==> src/rtl/uart_pkg.sv <==
`default_nettype none
// ============================================================================
// Module      : uart_pkg
// Description : Definitions shared by the UART receiver and transmitter.
//               - rx_state_t : receiver FSM state encoding
//               - c_data_width : bits per UART character
//               - c_default_clock_freq / c_default_baud_rate : default timing
// Revision    : 1.0 - initial release
// ============================================================================
package uart_pkg;

  localparam int c_data_width         = 8;
  localparam int c_default_clock_freq = 125_000_000;
  localparam int c_default_baud_rate  = 115_200;

  typedef enum logic [1:0] {
    IDLE  = 2'd0,
    START = 2'd1,
    DATA  = 2'd2,
    STOP  = 2'd3
  } rx_state_t;

endpackage
`default_nettype wire

==> src/rtl/uart_receiver_if.sv <==
`default_nettype none
// ============================================================================
// Module      : uart_receiver_if
// Description : Byte-output side of the UART receiver.
//               data_out / data_out_valid / data_out_ready : valid-ready byte
//               overrun     : one-cycle pulse, completed byte dropped
//               frame_error : one-cycle pulse, bad stop bit
//               Modport master = receiver, slave = consumer.
// Revision    : 1.0 - initial release
// ============================================================================
interface uart_receiver_if;
  import uart_pkg::*;

  logic [c_data_width-1:0] data_out;
  logic                    data_out_valid;
  logic                    data_out_ready;
  logic                    overrun;
  logic                    frame_error;

  modport master (
    output data_out,
    output data_out_valid,
    input  data_out_ready,
    output overrun,
    output frame_error
  );

  modport slave (
    input  data_out,
    input  data_out_valid,
    output data_out_ready,
    input  overrun,
    input  frame_error
  );

endinterface
`default_nettype wire

==> src/rtl/sync_2ff.sv <==
`default_nettype none
// ============================================================================
// Module      : sync_2ff
// Description : Two-flop synchronizer for a single asynchronous bit.
//               clk, reset (sync, active-high), i_d async in, o_q synced out.
//               RESET_VALUE sets the value both flops take in reset.
// Revision    : 1.0 - initial release
// ============================================================================
module sync_2ff #(
  parameter logic RESET_VALUE = 1'b1
) (
  input  logic clk,
  input  logic reset,
  input  logic i_d,
  output logic o_q
);

  logic r_meta;
  logic r_sync;

  always_ff @(posedge clk) begin
    if (reset) begin
      r_meta <= RESET_VALUE;
      r_sync <= RESET_VALUE;
    end else begin
      r_meta <= i_d;
      r_sync <= r_meta;
    end
  end

  assign o_q = r_sync;

endmodule
`default_nettype wire

==> src/rtl/uart_receiver.sv <==
`default_nettype none
// ============================================================================
// Module      : uart_receiver
// Description : 8N1 UART receiver with a valid-ready byte output.
//   Ports     : clk, reset (sync, active-high), serial_in (async, idle high),
//               rx (uart_receiver_if.master: data_out, data_out_valid,
//               data_out_ready, overrun, frame_error).
//   Build     : define UART_RX_FRAME_ERR_EN to check the stop bit; otherwise
//               the stop sample is ignored and frame_error is tied low.
// Revision    : 1.0 - initial release
// ============================================================================
module uart_receiver
  import uart_pkg::*;
#(
  parameter int CLOCK_FREQ = c_default_clock_freq,
  parameter int BAUD_RATE  = c_default_baud_rate
) (
  input  logic            clk,
  input  logic            reset,
  input  logic            serial_in,
  uart_receiver_if.master rx
);

  localparam int c_symbol_edge_time = CLOCK_FREQ / BAUD_RATE;
  localparam int c_sample_time      = c_symbol_edge_time / 2;
  localparam int c_cnt_w            = $clog2(c_symbol_edge_time);
  localparam logic [c_cnt_w-1:0] c_sym_last = c_cnt_w'(c_symbol_edge_time - 1);
  localparam logic [c_cnt_w-1:0] c_smp_last = c_cnt_w'(c_sample_time - 1);

  logic                    w_rx;
  logic                    r_rx_prev;
  rx_state_t               r_state, w_state_nxt;
  logic [c_cnt_w-1:0]      r_clk_cnt, w_clk_cnt_nxt;
  logic [2:0]              r_bit_cnt, w_bit_cnt_nxt;
  logic [c_data_width-1:0] r_shift, w_shift_nxt;
  logic                    w_byte_done;
  logic [c_data_width-1:0] r_data;
  logic                    r_valid;
  logic                    r_overrun;
`ifdef UART_RX_FRAME_ERR_EN
  // Set after a low stop sample: hold in STOP until the line is high again.
  logic                    r_stop_wait, w_stop_wait_nxt;
  logic                    w_frame_bad;
  logic                    r_frame_error;
`endif

  sync_2ff #(
    .RESET_VALUE (1'b1)
  ) u_sync (
    .clk   (clk),
    .reset (reset),
    .i_d   (serial_in),
    .o_q   (w_rx)
  );

  always_ff @(posedge clk) begin
    if (reset) begin
      r_state   <= IDLE;
      r_clk_cnt <= '0;
      r_bit_cnt <= '0;
      r_shift   <= '0;
      r_rx_prev <= 1'b1;
`ifdef UART_RX_FRAME_ERR_EN
      r_stop_wait <= 1'b0;
`endif
    end else begin
      r_state   <= w_state_nxt;
      r_clk_cnt <= w_clk_cnt_nxt;
      r_bit_cnt <= w_bit_cnt_nxt;
      r_shift   <= w_shift_nxt;
      r_rx_prev <= w_rx;
`ifdef UART_RX_FRAME_ERR_EN
      r_stop_wait <= w_stop_wait_nxt;
`endif
    end
  end

  always_comb begin
    w_state_nxt   = r_state;
    w_clk_cnt_nxt = r_clk_cnt + c_cnt_w'(1);
    w_bit_cnt_nxt = r_bit_cnt;
    w_shift_nxt   = r_shift;
    w_byte_done   = 1'b0;
`ifdef UART_RX_FRAME_ERR_EN
    w_stop_wait_nxt = r_stop_wait;
    w_frame_bad     = 1'b0;
`endif
    case (r_state)
      IDLE: begin
        w_clk_cnt_nxt = '0;
        if (r_rx_prev && !w_rx) begin
          w_state_nxt   = START;
          w_bit_cnt_nxt = '0;
        end
      end
      START: begin
        // Mid start bit: a line already back high was only a glitch.
        if (r_clk_cnt == c_smp_last) begin
          w_clk_cnt_nxt = '0;
          w_state_nxt   = w_rx ? IDLE : DATA;
        end
      end
      DATA: begin
        if (r_clk_cnt == c_sym_last) begin
          w_clk_cnt_nxt = '0;
          w_shift_nxt   = {w_rx, r_shift[c_data_width-1:1]};
          w_bit_cnt_nxt = r_bit_cnt + 3'd1;
          if (r_bit_cnt == 3'd7) begin
            w_state_nxt = STOP;
          end
        end
      end
      STOP: begin
`ifdef UART_RX_FRAME_ERR_EN
        if (r_stop_wait) begin
          w_clk_cnt_nxt = '0;
          if (w_rx) begin
            w_stop_wait_nxt = 1'b0;
            w_state_nxt     = IDLE;
          end
        end else if (r_clk_cnt == c_sym_last) begin
          w_clk_cnt_nxt = '0;
          if (w_rx) begin
            w_byte_done = 1'b1;
            w_state_nxt = IDLE;
          end else begin
            w_frame_bad     = 1'b1;
            w_stop_wait_nxt = 1'b1;
          end
        end
`else
        if (r_clk_cnt == c_sym_last) begin
          w_clk_cnt_nxt = '0;
          w_byte_done   = 1'b1;
          w_state_nxt   = IDLE;
        end
`endif
      end
      default: begin
        w_state_nxt = IDLE;
      end
    endcase
  end

  // Output holding register. A byte completing in the same cycle as a
  // handshake replaces the consumed byte, so valid stays high.
  always_ff @(posedge clk) begin
    if (reset) begin
      r_data    <= '0;
      r_valid   <= 1'b0;
      r_overrun <= 1'b0;
    end else begin
      r_overrun <= 1'b0;
      if (w_byte_done) begin
        if (!r_valid || rx.data_out_ready) begin
          r_data  <= r_shift;
          r_valid <= 1'b1;
        end else begin
          r_overrun <= 1'b1;
        end
      end else if (r_valid && rx.data_out_ready) begin
        r_valid <= 1'b0;
      end
    end
  end

`ifdef UART_RX_FRAME_ERR_EN
  always_ff @(posedge clk) begin
    if (reset) begin
      r_frame_error <= 1'b0;
    end else begin
      r_frame_error <= w_frame_bad;
    end
  end
  assign rx.frame_error = r_frame_error;
`else
  assign rx.frame_error = 1'b0;
`endif

  assign rx.data_out       = r_data;
  assign rx.data_out_valid = r_valid;
  assign rx.overrun        = r_overrun;

endmodule
`default_nettype wire
==> src/flat_wrapper.sv <==
// flat-port wrapper written by rule: the top's interface ports become plain ports
module uart_receiver_flat import uart_pkg::*;
#(
  parameter int CLOCK_FREQ = c_default_clock_freq,
  parameter int BAUD_RATE  = c_default_baud_rate
)
  (clk, reset, serial_in, rx_data_out, rx_data_out_valid, rx_data_out_ready, rx_overrun, rx_frame_error);
  uart_receiver_if rx_i ();
  input  logic clk;
  input  logic reset;
  input  logic serial_in;
  output wire logic [$bits(rx_i.data_out)-1:0] rx_data_out;
  output wire logic [$bits(rx_i.data_out_valid)-1:0] rx_data_out_valid;
  input wire logic [$bits(rx_i.data_out_ready)-1:0] rx_data_out_ready;
  output wire logic [$bits(rx_i.overrun)-1:0] rx_overrun;
  output wire logic [$bits(rx_i.frame_error)-1:0] rx_frame_error;
  assign rx_data_out = rx_i.data_out;
  assign rx_data_out_valid = rx_i.data_out_valid;
  assign rx_i.data_out_ready = rx_data_out_ready;
  assign rx_overrun = rx_i.overrun;
  assign rx_frame_error = rx_i.frame_error;
  uart_receiver #(.CLOCK_FREQ(CLOCK_FREQ), .BAUD_RATE(BAUD_RATE)) u_core (.clk(clk), .reset(reset), .serial_in(serial_in), .rx(rx_i));
endmodule
==> config.mk <==
export PLATFORM = sky130hd
export DESIGN_NAME = uart_receiver_flat
export DESIGN_NICKNAME = d
export VERILOG_FILES = /design/src/rtl/uart_pkg.sv /design/src/rtl/uart_receiver_if.sv /design/src/rtl/sync_2ff.sv /design/src/rtl/uart_receiver.sv /design/src/flat_wrapper.sv
export SDC_FILE = /design/constraint.sdc
export NUM_CORES = 1
export LEC_CHECK = 0
export CAP_MARGIN = 20
export CORE_MARGIN = 2
export CORE_UTILIZATION = 63
export CTS_BUF_LIST = sky130_fd_sc_hd__clkbuf_4
export DETAILED_ROUTE_END_ITERATION = 7
export GPL_ROUTABILITY_DRIVEN = 1
export PLACE_DENSITY = 0.86
export RECOVER_POWER = 100
export SLEW_MARGIN = 20
export SYNTH_ARGS = -nofsm -noshare
export SYNTH_HDL_FRONTEND = slang
export SYNTH_SLANG_ARGS = --single-unit
==> constraint.sdc <==
create_clock -name clk -period 5 [get_ports clk]
set_clock_uncertainty 0.2 [all_clocks]
set_input_delay 1 -clock clk [delete_from_list [all_inputs] [get_ports clk]]
set_output_delay 1 -clock clk [all_outputs]
set_load 0.1 [all_outputs]
==> results of run 1 <==
per-layer routing:
layer	global-route usage (%)	share of wire (%)	vias up	wire length, um
li1	-	-	614	-
met1	24.0	43	576	1250
met2	35.2	50	24	1430
met3	5.39	3.6	12	105
met4	12.5	3.2	0	92
met5	0	0	-	0
registers in the layout (all words and copies together), names as in the netlist, named ones only:
name                      cells
u_core.r_bit_cnt              3
u_core.r_clk_cnt             11
u_core.r_rx_prev              1
u_core.r_shift                8
u_core.r_state                1
u_core.rx.data_out            8
u_core.rx.data_out_valid      1
u_core.rx.overrun             1
u_core.u_sync.o_q             1
u_core.u_sync.r_meta          1
power by group through the flow:
| stage | Clock, uW | Sequential [uW] | Combinational [uW] |
|---|---|---|---|
| floorplan | 0 | 307 | 24.1 |
| global placement | 0 | 310 | 24.8 |
| detailed placement | 0 | 310 | 25.7 |
| CTS | 147 | 303 | 25.7 |
| global route | 158 | 304 | 28.2 |
| finish | 145 | 304 | 25.3 |
final timing paths:
check	from	endpoint	slack, ps	cells after the start
setup / recovery	u_core.rx.overrun	rx_overrun	1890	1
hold reg to reg	u_core.u_sync.r_meta	u_core.u_sync.o_q	220	1
hold / removal	u_core.u_sync.r_meta	u_core.u_sync.o_q	220	1
setup reg to reg	u_core.r_clk_cnt[0]	u_core.rx.data_out[1]	2770	6
cells by family (layout without fill, tap and decap cells):
| kind of cell | after synthesis | after routing |
|---|---|---|
| compound gates | 13 | 13 |
| mux | 16 | 16 |
| fa+ha+maj | 5 | 5 |
| xor+xnor | 9 | 9 |
| simple gates | 76 | 76 |
| flops | 37 | 37 |
| buf+inv | 17 | 26 |
| other cells | 1 | 1 |
through the flow:
stage                     cells  util (%)  hold WS, ps  setup slack (ps)
after floorplan             174         -          189              2850
after CTS                   213      72.8          222              1950
after global placement      206      70.9          194              1960
after global routing        213      72.8          244              1850
after detailed placement    206      70.9          196              1810
final                       213      72.8          223              1890
placed cells by master (no fill, tap or decap), drive strengths merged, types with 2 or more instances in the layout:
cell / instances
nand2: 4
nand4: 2
or4: 2
nand2b: 19
or2: 4
ha: 5
xnor2: 8
clkdlybuf4s50: 2
a21oi: 2
dlygate4sd3: 11
dfxtp: 37
nor2: 19
inv: 6
clkbuf: 6
mux2i: 16
nor3: 11
nand3: 7
o21ai: 3
final cells by class:
class / instances / area, sq um / share of cell area [%]
clock inverter: 1 / 3.75 / 0.206
multi-input combinational: 120 / 841 / 46.2
clock buffer: 6 / 45.0 / 2.47
inverter: 6 / 22.5 / 1.24
sequential: 37 / 741 / 40.7
tap: 30 / 37.5 / 2.06
timing repair buffer: 13 / 130 / 7.15
==> results_dict.tcl, run 1 <==
set metrics [dict create \
    fmax_mhz 322 \
    path_class "flip-flop to output pin" \
    tns_ps 0 \
    vias_per_cell 5.76 \
    seq_area_frac_synth_pct 44.3 \
    grt_pass1_vias 1148 \
    post-cts-setup-buffers 0 \
    gp_congestion 0.860 \
    yosysTopAreaCell "dfxtp_1" \
    cap_violations 0 \
    finalMaxSlewViolations 0 \
    fin_crit_sh_pct 62.2 \
    drive_above_1_share_pct 8.20 \
    p_sw_share_pct 22.8 \
    rows 18 \
    crit_family "buffers and inverters" \
    cts_max_level 2 \
    end_kind "output pin" \
    path_buf_inv 1 \
    p_int_uw 365 \
    yosysWarnings 0 \
    powerDensity_nw_per_um2 260 \
    nNetsFinal 192 \
    syn_to_final_growth_pct 8.99 \
    start_kind "flip-flop" \
    num_io_pins 15 \
    min_period_ps 3110 \
    p_switching_uw 108 \
    synth_top_family_by_area "simple AND/OR/NAND/NOR gates" \
    ir_drop_mv 0.231 \
    slew_headroom_pct 29.1 \
    yosys-top-cells-area "dfxtp_1 (44%), mux2i_1 (9.6%), nand2b_1 (7.1%)" \
    routed_wl_um 2890 \
    grt_first_pass_wirelength_um 5040 \
    hp-class "flip-flop to flip-flop" \
    grt_overflow 0 \
    worst_slew_pin_slew_ps 1060 \
    p_seq_share_pct 64.1 \
    synth_top_area_share_pct 44.3 \
    power.static_leakage_uw 0.000673 \
    syn_nets 183 \
    setup_violations 0 \
    grt_max_degree 39 \
    synth_area_sq_um 1670 \
    path_cells "dlygate4sd3_1" \
    status "complete, no violations" \
    drc 0 \
    synth_edf_count 0 \
    vias 1226 \
    synth_compound_area_share_pct 5.84 \
    hpwl_um 2070 \
    clkLatencyLatePin_ps 340 \
    synth_cell_types 41 \
    numClockSinks 37 \
    track_usage_pct 21.1 \
    fin_area_sq_um 1820 \
    clockBufferDepth 2 \
    yosysMostFrequentCell "dfxtp_1" \
    antenna_found_initial 0 \
    cts_repair_resize_count 0 \
    dpl-instance-area_sq_um 1770 \
    power_uw 473 \
    die_area_sq_um 3080 \
    async_flop_share_pct 0 \
    path_max_fanout 1 \
    slowest_delay_ps 1230 \
    clkTransAtPathRegs_ps 100 \
    pwr-share-clk_pct 30.5 \
    synthXorXnorAreaFrac_pct 4.72 \
    crit_slowest_cell "dlygate4sd3_1" \
    cts_buffers 5 \
    yosys.area_share.simple_pct 26.2 \
    synth_cells 174 \
    required_ps 3800 \
    num-fill-cells 193 \
    rsz0062_at_grt "no" \
    synth-main-ff-cell "dfxtp_1" \
    yosys-top-cells-count "dfxtp_1 (37), nand2b_1 (19), nor2_1 (18), mux2i_1 (16), nor3_1 (11)" \
    drtIter0Drc 37 \
    finalHoldViolCount 0 \
    diodes 0 \
    synth-seq-cells 37 \
    worstPathArrival_ps 1910 \
    hold_buffers 0 \
    coreArea_sq_um 2500 \
    cts_tree "done" \
    numPortBuffers 13 \
    syn_area_per_cell_sq_um 9.60 \
    postRouteAntennaNets 0 \
    firstDrtPassIters 4 \
    synth_mux_area_share_pct 9.59 \
    synthAdderAreaFrac_pct 3.75 \
    drt-wirelength-per-cell_um 13.5 \
    die_y_um 55.5 \
    start_util_pct 66.8 \
    cts_root_buf "clkbuf_4" \
    combPwrFrac_pct 5.3 \
    fp.dieW_um 55.5 \
]
No activity file was read; power rests on OpenSTA's default activity.
==> inputs of run 2 (changes only) <==
Settings changed: CORE_UTILIZATION 63 to 59, PLACE_DENSITY 0.86 to 0.81.
Clock period 5 ns to 2.9 ns, I/O delays scaled along.
==> results_dict.tcl, run 2 (same netlist as run 1, synthesis figures left out) <==
set metrics [dict create \
    vias_per_cell 5.55 \
    cts_tree "done" \
    routed_wl_um 2700 \
    top_register "u_core.r_clk_cnt" \
    finalHoldViolCount 0 \
    placed_cells 208 \
    topRoutingLayerUsed "met4" \
    vias 1193 \
    stdcell_count 215 \
    path_buf_inv 1 \
    clkTransAtPathRegs_ps 100 \
    hpwl_um 2020 \
    start_util_pct 61.1 \
    slowest_delay_ps 870 \
    wl_met1_um 1190 \
    nNetsFinal 193 \
    setup_violations 0 \
    dr_wl_met3_um 83 \
    finalMaxSlewViolations 0 \
    largest_register_ffs 11 \
    numClockSinks 37 \
    end_kind "output pin" \
    fp.dieW_um 57.2 \
    hp-class "flip-flop to flip-flop" \
    drc 0 \
    track_usage_pct 18.7 \
    path_max_fanout 2 \
    grt_first_pass_wirelength_um 4760 \
    grt_max_degree 30 \
    fmax_mhz 428 \
    rr_startpoint "u_core.r_clk_cnt[0]" \
    ir_drop_mv 0.374 \
    cap_violations 0 \
    antenna_found_initial 0 \
    drive_above_1_share_pct 7.07 \
    numPortBuffers 13 \
    grt_pass1_vias 1151 \
    clkLatencyLatePin_ps 330 \
    slew_headroom_pct 22.2 \
    hold_buffers 0 \
    clockBufferDepth 2 \
    cts_max_level 2 \
    firstDrtPassIters 4 \
    min_period_ps 2340 \
    final_cell_mix "dfxtp_1 (37), nor2_1 (19), nand2b_1 (19)" \
    crit_family "buffers and inverters" \
    path_class "flip-flop to output pin" \
    syn_to_final_growth_pct 5.09 \
    cts_root_buf "clkbuf_4" \
    die_y_um 57.2 \
    crit_slowest_cell "clkbuf_1" \
    num_io_pins 15 \
    post-cts-setup-buffers 0 \
    drt-wirelength-per-cell_um 12.6 \
    coreArea_sq_um 2730 \
    drtIter0Drc 12 \
    start_kind "flip-flop" \
    dp_slack_ps 666 \
    path_cells "clkbuf_1" \
    cts_buffers 5 \
    die_area_sq_um 3270 \
    postRouteAntennaNets 0 \
    cp-startpoint "u_core.rx.data_out_valid" \
    wl_met2_um 1410 \
    gp_congestion 0.768 \
    rsz0062_at_grt "no" \
    worstPathArrival_ps 1560 \
    worst_slew_pin_slew_ps 1170 \
    diodes 0 \
    hold_start "u_core.u_sync.r_meta" \
    rows 19 \
    power.static_leakage_uw 0.000615 \
    tns_ps 0 \
    layout_commonest_cell "dfxtp_1" \
    grt_overflow 0 \
    worst_slack_ps 563 \
    cts_repair_resize_count 0 \
    required_ps 2120 \
    status "complete, no violations" \
    powerDensity_nw_per_um2 463 \
    fin_crit_sh_pct 80.6 \
]
run 2: cell count changes in the layout (fill, tap and decap cells not counted):
| cell | before | now |
|---|---|---|
| or4_4 | 1 | 0 |
| clkbuf_1 | 0 | 10 |
| nor2_2 | 1 | 0 |
| o31ai_1 | 0 | 1 |
| dlygate4sd3_1 | 11 | 1 |
| or4_1 | 1 | 2 |
| buf_4 | 0 | 1 |
| o31ai_2 | 1 | 0 |
| nor2_1 | 18 | 19 |
run 2: cell type report:
type	count	area (sq um)
fill	241	978
multi-input combinational	120	830
sequential	37	741
timing repair buffer	14	75.1
clock buffer	6	45.0
tap	31	38.8
inverter	6	22.5
clock inverter	1	3.75
run 2: path summary, 6_finish.rpt:
| check | end | slack [ps] | depth (start not counted) |
|---|---|---|---|
| max reg2reg | flip-flop | 630 | 6 |
| max | rx_data_out_valid | 560 | 1 |
| min | u_core.u_sync.o_q | 210 | 1 |
| min reg2reg | u_core.u_sync.o_q | 210 | 1 |
run 2: through the flow:
| stage | hold WS [ps] | utilization (%) | instance area (sq um) | total power (uW) |
|---|---|---|---|---|
| after floorplan | 189 | - | 1670 | 571 |
| after global placement | 193 | 64.2 | 1760 | 579 |
| after detailed placement | 193 | 64.2 | 1760 | 582 |
| after CTS | 216 | 66.0 | 1800 | 824 |
| after global routing | 261 | 64.2 | 1760 | 853 |
| final | 214 | 64.2 | 1760 | 813 |
run 2: metal layers:
| metal | global-route usage (%) | vias to the layer above |
|---|---|---|
| li1 | - | 612 |
| met1 | 20.6 | 564 |
| met2 | 33.8 | 15 |
| met3 | 5.44 | 2 |
| met4 | 6.98 | 0 |
| met5 | 0 | - |
run 2: where the power goes:
part           switching, uW  internal [uW]
logic                   25.9           19.5
registers               9.45            514
clock network            146           97.3
==> inputs of run 3 (changes only) <==
Clock period 2.9 ns to 2.2 ns, I/O delays scaled along.
==> results_dict.tcl, run 3 (same netlist as run 1, synthesis figures left out) <==
set metrics [dict create \
    crit_slowest_cell "nor4_1" \
    slew_headroom_pct 63.9 \
    largest_register_ffs 11 \
    start_util_pct 61.1 \
    drt-wirelength-per-cell_um 13.0 \
    die_y_um 57.2 \
    routed_wl_um 2840 \
    cts_tree "done" \
    drtIter0Drc 31 \
    cap_violations 0 \
    fmax_mhz 499 \
    hp-class "flip-flop to flip-flop" \
    rows 19 \
    post-cts-setup-buffers 0 \
    multiInputGateArea_sq_um 836 \
    nNetsFinal 195 \
    path_cells "inv_1, ha_1, nand3b_1, nor4_1, and4_1, buf_4, mux2i_1" \
    numClockSinks 37 \
    track_usage_pct 19.9 \
    grt_max_degree 32 \
    start_kind "flip-flop" \
    drc 0 \
    path_class "flip-flop to flip-flop" \
    finalHoldViolCount 0 \
    rsz0062_at_grt "no" \
    ir_drop_mv 0.472 \
    vias 1198 \
    clkLatencyLatePin_ps 330 \
    worst_slew_pin_slew_ps 544 \
    finalMaxSlewViolations 0 \
    setup_violations 0 \
    end_kind "flip-flop" \
    fin_area_sq_um 1790 \
    cts_repair_resize_count 0 \
    syn_to_final_growth_pct 7.04 \
    coreArea_sq_um 2730 \
    required_ps 2260 \
    hpwl_um 2090 \
    final_cell_mix "dfxtp_1 (37), nand2b_1 (19), nor2_1 (18)" \
    clockBufferDepth 2 \
    slowest_delay_ps 390 \
    crit_family "simple AND/OR/NAND/NOR gates" \
    hold_buffers 0 \
    clkTransAtPathRegs_ps 100 \
    grt_first_pass_wirelength_um 4970 \
    status "complete, no violations" \
    gp_congestion 0.746 \
    path_buf_inv 2 \
    numPortBuffers 13 \
    stdcell_count 218 \
    vias_per_cell 5.50 \
    grt_overflow 0 \
    min_period_ps 2000 \
    power.static_leakage_uw 0.000662 \
    layout_commonest_cell "dfxtp_1" \
    worstPathArrival_ps 2070 \
    grt_pass1_vias 1161 \
    num_io_pins 15 \
    top_register "u_core.r_clk_cnt" \
    cts_root_buf "clkbuf_4" \
    die_area_sq_um 3270 \
    cts_buffers 5 \
    tns_ps 0 \
    antenna_found_initial 0 \
    placed_cells 210 \
    num-fill-cells 246 \
    dpl-instance-area_sq_um 1770 \
    regArea_sq_um 741 \
    firstDrtPassIters 4 \
    cts_max_level 2 \
    drive_above_1_share_pct 14.4 \
    postRouteAntennaNets 0 \
    diodes 0 \
    powerDensity_nw_per_um2 599 \
    path_max_fanout 8 \
    fp.dieW_um 57.2 \
    fin_crit_sh_pct 91.1 \
]
-- run 3: power breakdown --
group          switching [uW]  internal [uW]
clock network             207            116
registers                11.7            678
logic                    32.6           25.7
total                     251            819
-- run 3: metrics by stage --
step | utilization, % | hold slack [ps] | total power, uW | setup slack (ps)
after floorplan | - | 189 | 752 | 244
after global placement | 64.8 | 194 | 763 | 268
after detailed placement | 64.8 | 200 | 765 | 213
after CTS | 66.6 | 225 | 1090 | 200
after global routing | 65.4 | 258 | 1130 | 7.46
final | 65.4 | 221 | 1070 | 196
-- run 3: path summary, 6_finish.rpt --
| check | from | endpoint | slack (ps) | cells past startpoint |
|---|---|---|---|---|
| worst min-delay path | u_core.u_sync.r_meta | u_core.u_sync.o_q | 220 | 1 |
| worst max register to register | u_core.r_clk_cnt[0] | u_core.rx.data_out[2] | 200 | 7 |
| worst min register to register | u_core.u_sync.r_meta | u_core.u_sync.o_q | 220 | 1 |
| worst max-delay path | u_core.r_clk_cnt[0] | u_core.rx.data_out[2] | 200 | 7 |
-- run 3: cell type report --
class | count | share of cell area [%]
multi-input cells | 120 | 46.7
well taps | 31 | 2.17
repair buffers | 16 | 5.60
inverters | 6 | 1.26
clock buffers | 5 | 2.10
flip-flops and latches | 37 | 41.4
clock inverters | 3 | 0.700
-- run 3: routing by layer --
layer / wire (um) / track usage (%) / share of wire (%) / vias to the layer above
li1: - / - / - / 617
met1: 1200 / 21.8 / 42 / 564
met2: 1520 / 35.5 / 53 / 11
met3: 71 / 4.76 / 2.5 / 6
met4: 53 / 9.97 / 1.9 / 0
met5: 0 / 0 / 0 / -
-- run 3: worst reg2reg max path, cell delays in order (launching register included) --
cell      delay [ps]
dfxtp_1          370
inv_1             70
ha_1             130
nand3b_1         130
nor4_1           390
and4_1           240
buf_4            200
mux2i_1          210
